$ cat config.mk
export PLATFORM = sky130hd
export DESIGN_NAME = ascon_perm_seq
export DESIGN_NICKNAME = d
export VERILOG_FILES = /design/src/rtl/ascon_perm_seq.sv
export SDC_FILE = /design/constraint.sdc
export NUM_CORES = 1
export LEC_CHECK = 0
export CAP_MARGIN = 15
export CORE_AREA = 2 2 509 511
export CTS_CLUSTER_DIAMETER = 80
export DETAILED_ROUTE_END_ITERATION = 8
export DIE_AREA = 0 0 511 513
export PLACE_DENSITY = 0.32
export SYNTH_ARGS = -nofsm -noshare
export SYNTH_HDL_FRONTEND = slang
export SYNTH_SLANG_ARGS = --single-unit
$ cat constraint.sdc
create_clock -name clk -period 2.95 [get_ports clk]
set_input_delay 0.59 -clock clk [delete_from_list [all_inputs] [get_ports clk]]
set_output_delay 0.59 -clock clk [all_outputs]
set_load 0.02 [all_outputs]
$ cat src/rtl/ascon_perm_seq.sv
// Iterative ASCON p^a sequencer: runs 12, 8 or 6 rounds of an external
// single-round core over a held 320-bit state, generating round constants.
module ascon_perm_seq #(
    parameter int unsigned RND_LAT = 1
) (
    input  logic         clk,
    input  logic         rst,
    input  logic         start,
    input  logic [1:0]   rounds,
    input  logic [319:0] s_in,
    output logic         busy,
    output logic         done,
    output logic [319:0] s_out,
    output logic [319:0] r_s,
    output logic [7:0]   r_C,
    input  logic [319:0] r_s_rout
);

    typedef enum logic [0:0] {StIdle, StRun} state_e;

    // Wait-counter value on which the round core output is captured.
    localparam logic [1:0] WcLast = 2'(RND_LAT - 1);

    state_e         state_q, state_d;
    logic [319:0]   st_q, st_d;
    logic [3:0]     ri_q, ri_d;
    logic [1:0]     wc_q, wc_d;
    logic           busy_q, busy_d;
    logic           done_q, done_d;

    assign busy  = busy_q;
    assign done  = done_q;
    assign s_out = st_q;
    assign r_s   = st_q;

    // Round constant from the round index; quiet in idle.
    assign r_C = (state_q == StRun) ? {4'hF - ri_q, ri_q} : 8'h00;

    // Next-state logic: accept requests in idle, step rounds in run.
    always_comb begin
        state_d = state_q;
        st_d    = st_q;
        ri_d    = ri_q;
        wc_d    = wc_q;
        busy_d  = busy_q;
        done_d  = 1'b0;
        unique case (state_q)
            StIdle: begin
                if (start) begin
                    st_d    = s_in;
                    wc_d    = 2'd0;
                    busy_d  = 1'b1;
                    state_d = StRun;
                    case (rounds)
                        2'b01:   ri_d = 4'd4;
                        2'b10:   ri_d = 4'd6;
                        default: ri_d = 4'd0;
                    endcase
                end
            end
            StRun: begin
                if (wc_q == WcLast) begin
                    st_d = r_s_rout;
                    wc_d = 2'd0;
                    if (ri_q == 4'd11) begin
                        ri_d    = 4'd0;
                        busy_d  = 1'b0;
                        done_d  = 1'b1;
                        state_d = StIdle;
                    end else begin
                        ri_d = ri_q + 4'd1;
                    end
                end else begin
                    wc_d = wc_q + 2'd1;
                end
            end
            default: state_d = StIdle;
        endcase
    end

    // State registers with asynchronous active-low reset.
    always_ff @(posedge clk or negedge rst) begin
        if (!rst) begin
            state_q <= StIdle;
            st_q    <= '0;
            ri_q    <= 4'd0;
            wc_q    <= 2'd0;
            busy_q  <= 1'b0;
            done_q  <= 1'b0;
        end else begin
            state_q <= state_d;
            st_q    <= st_d;
            ri_q    <= ri_d;
            wc_q    <= wc_d;
            busy_q  <= busy_d;
            done_q  <= done_d;
        end
    end

endmodule

# Word level (Yosys, flattened, before mapping)
# Cells that the tools add are included.
dict set report totals {
  ff_bits 329
  inputBits 645
  output_inout_bits 650
  wordCells 42
}
dict set report op_classes {
  addsub 3
  n_eq_ne 6
  muxes 23
  n_bitwise 1
  n_reduce_logical 3
}
# op n
set ops {}
lappend ops {{320-bit 2-to-1 mux} 2}
lappend ops {{320-bit one-hot mux with 2 select lines} 1}
lappend ops {{4-bit 2-to-1 mux} 3}
lappend ops {{1-bit 2-to-1 mux} 9}
lappend ops {{8-bit 2-to-1 mux} 1}
lappend ops {{4-bit one-hot mux with 2 select lines} 1}
lappend ops {{3-bit one-hot mux with 2 select lines} 1}
lappend ops {{4-bit by 1-bit adder with 4-bit output, second input constant} 1}
lappend ops {{4-bit equality test, second input constant} 1}
lappend ops {{2-bit 2-to-1 mux} 2}
lappend ops {{2-bit by 1-bit != test with 1-bit output, second input constant} 2}
lappend ops {{1-bit one-hot mux with 2 select lines} 2}
lappend ops {{2-bit one-hot mux with 2 select lines} 1}
lappend ops {{4-bit subtractor, first input constant} 1}
lappend ops {{3-bit AND reduction} 1}
lappend ops {{2-bit by 1-bit adder with 2-bit output, second input constant} 1}
lappend ops {{2-bit by 1-bit equality test with 1-bit output, second input constant} 1}
lappend ops {{2-bit equality test, second input constant} 1}
lappend ops {{2-bit zero test} 1}
lappend ops {{2-bit != test, second input constant} 1}
lappend ops {{2-bit AND reduction} 1}
lappend ops {{1-bit inverter} 1}

# Depth between registers and ports, before layout
dict set report depth {
  word_depth 4
  depth_mapped 8
  depth_no_buf 5
}

# Worst setup path before layout
# No wires, ideal clock.
dict set report synth_timing {
  path_kind {flip-flop to output port}
  startpoint {reg state_q}
  endpoint {out r_C[4]}
  arrival_time_ns 1.193
  required_time_ns 2.360
  setup_slack_ns 1.167
  path_stages_with_launch 5
  path_buffers 2
  cell_sequence {dfrtp_1 buf_4 clkbuf_1 inv_1 nor2_1}
}
dict set report synth_via {
  elab_chain_cells 1
}
# element line
set synth_lines {}
lappend synth_lines {{from (decl)} 24} ;# state_e state_q, state_d;
lappend synth_lines {{from (signal assigned)} 84} ;# state_q <= StIdle;
lappend synth_lines {{from (signal assigned)} 91} ;# state_q <= state_d;
lappend synth_lines {{8-bit 2-to-1 mux} 37} ;# assign r_C = (state_q == StRun) ? {4'hF - ri_q, ri_q} : 8'h00;
lappend synth_lines {{to (decl)} 15} ;# output logic [7:0] r_C,
# Every way passes these cells.

# Worst setup path after layout
dict set report layout_timing {
  startpoint {reg state_q}
  endpoint {out r_C[7]}
}
# The elaborated chain is that of the path after synthesis.

==> impl_metrics.json <==
{
  "setup.worst_path.start_class": "flop",
  "yosysTopAreaCellShare_pct": 47.1,
  "power.leakage_nw": 14.9,
  "synth_area_leaders": "dfrtp_1 (47%), mux2i_1 (18%), buf_4 (15%)",
  "drc": 0,
  "ir_drop_uv": 575,
  "crit_slowest_cell": "clkdlybuf4s50_1",
  "required_ns": 2.36,
  "max-slew-margin-rel_pct": 46.9,
  "stdcell_area_um2": 34500,
  "core_area_um2": 256000,
  "cts_tree": "built",
  "power_mw": 40.6,
  "grt_pass1_wl_um": 214000,
  "place_area_um2": 32400,
  "fin_nets": 3396,
  "syn_nets": 2408,
  "syn_inst": 1759,
  "crit_arrival_ns": 2.10,
  "path_max_fanout": 9,
  "port_buffers": 1294,
  "finClkSkew_ns": 0.0388,
  "drtIter0Drc": 916,
  "cts_buffers": 57,
  "mostFrequentLayoutCell": "clkdlybuf4s50_1",
  "power_switching_share_pct": 49.1,
  "first_pass_iters": 4,
  "clkPwrFrac_pct": 17.3,
  "synth-seq-cells": 329,
  "syn_to_final_growth_pct": 97.2,
  "totalWireLength_um": 173000,
  "layout_min_cycle_time_ns": 2.69,
  "critical_path_buf_inv_count": 2,
  "vias_per_cell": 2.78,
  "yosysWarnings": 0,
  "dieArea_um2": 262000,
  "start_util_pct": 6.82,
  "clkTransAtPathRegs_ns": 0.06,
  "worstMarginPinSlew_ns": 0.797,
  "setup_tns_ns": 0,
  "status": "finished, final reports clean",
  "antenna_found_initial": 171,
  "p_per_area_nw_per_um2": 1180,
  "pwr-share-comb_pct": 58.5,
  "cap_violations": 0,
  "htree_levels": 2,
  "hold_viol_final": 0,
  "synthesis.area_um2": 17500,
  "grt_start_max_net_pins": 127,
  "cts_setup_buffers": 0,
  "criticalPathCategory": "reg -> out",
  "syn_area_per_cell_um2": 9.94,
  "ant_nets": 0,
  "grt-ovfl-total": 0,
  "cpPeakStageDelay_ns": 0.64,
  "utilization_pct": 13.5,
  "dp_hpwl_um": 153000,
  "crit_family": "buffers and inverters",
  "layout_common_cells": "clkdlybuf4s50_1 (1291), dfrtp_1 (328), nand2_1 (324), mux2i_1 (321), o21ai_0 (246)",
  "rsz0062_at_grt": "no",
  "clk_latency_ns": 0.70,
  "synthDistinctLibCells": 27,
  "maxSlewViolCount": 0,
  "yosys.area.top_type": "dfrtp_1",
  "hold_path_class": "in -> async",
  "place_congestion": 0.860,
  "crit_path_cell_trace": "inv_1, nor2_1, clkdlybuf4s50_1",
  "rows": 186,
  "wl_per_cell_um": 27.8,
  "ys_seq_area_share_pct": 47.1,
  "holdWs_ns": 0.429,
  "cts_sinks": 329,
  "fillers": 28952,
  "cts_root_buffer": "clkbuf_16",
  "drive_above_1_share_pct": 5.80,
  "grt_usage_pct": 12.7,
  "die_y_um": 513,
  "clockBufferDepth": 3,
  "die_w_um": 511,
  "finalSetupViolCount": 0,
  "grt_pass1_vias": 17386,
  "pwr-share-seq_pct": 24.2,
  "vias": 17311,
  "period_share_pct": 91.3,
  "ioPinCount": 1295,
  "crit_path_end_kind": "output pin",
  "internal_power_mw": 20.7,
  "p_sw_mw": 20.0,
  "timing.fmax_ghz": 0.371
}
layout make-up:
cell class	count	area, um^2	area share, %
timing repair buffer	1357	13700	39.7
clock buffer	76	1600	4.64
sequential	329	8240	23.9
clock inverter	28	337	0.976
tap	3384	4230	12.3
multi-input combinational	998	6280	18.2
inverter	4	15.0	0.0435
antenna	40	100	0.290
through the flow:
| stage | setup slack (ns) | cells |
|---|---|---|
| floorplan | 1.17 | 1759 |
| CTS | 0.0620 | 6176 |
| detailed placement | 0.489 | 6071 |
| global route | 0.104 | 6179 |
| global placement | 0.542 | 6071 |
| finish | 0.256 | 6216 |
state kept, by name, indices dropped and copies added (netlist names):
register	count
r_s	320
ri_q	4
wc_q	2
busy	1
done	1
state_q	1
synth_stat cells:
cell	count
ha_1	4
clkbuf_4	12
and2_1	4
and3_1	1
buf_2	39
clkbuf_1	34
o21ai_1	76
mux2_2	1
o21ai_0	246
buf_1	4
nand3_1	1
o31ai_1	2
nor2b_1	1
xor2_1	1
nor2_1	7
nand2_1	324
inv_1	4
dfrtp_1	329
a22o_1	1
mux2i_1	322
o2bb2ai_1	1
nor3b_1	2
a211o_1	1
a21o_1	1
a21oi_1	1
buf_4	339
a211oi_1	1
path summary, 6_finish.rpt:
| path | from | to | slack (ns) | cells after the start |
|---|---|---|---|---|
| max reg2reg | state_q | r_s[75] | 0.82 | 4 |
| min in group clk | r_s[166] | r_s[166] | 0.51 | 2 |
| min | rst | r_s[230] | 0.43 | 2 |
| min reg2reg | r_s[166] | r_s[166] | 0.51 | 2 |
| max | state_q | r_C[7] | 0.26 | 3 |
| max in group asynchronous | rst | r_s[106] | 1.63 | 4 |
cells by family (layout without fill, tap and decap cells):
logic type                 count (synthesis)  count (layout)  synth area share [%]
buffers and inverters                    432            1465                  17.1
and+or+nand+nor                          340             340                  7.43
AOI/OAI and AO/OA                        330             330                  9.57
DFF                                      329             329                  47.1
muxes                                    323             323                  18.5
adders and majority gates                  4               4                 0.286
xor gates and xnor gates                   1               1                0.0501
other                                      0              40                     0
power by group through the flow:
stage / combinational, mW / clock (mW) / sequential, mW
floorplan: 9.69 / 0 / 11.0
global placement: 24.4 / 0 / 9.92
detailed placement: 24.4 / 0 / 9.94
CTS: 24.4 / 7.39 / 9.94
global route: 25.4 / 7.49 / 10.2
finish: 23.8 / 7.02 / 9.83
repair_timing:
item	4_1_cts	5_1_grt
gates resized for setup	0	0
hold endpoints to repair	36	0
hold buffers	1	0
routing by layer:
metal	vias to the layer above	track usage [%]	part of all wire, %
li1	7671	-	-
met1	8041	13.5	37
met2	1185	19.8	44
met3	306	9.90	17
met4	108	2.54	2.3
met5	-	0	0.39
Note: power is estimated with default switching activity, not from simulation.
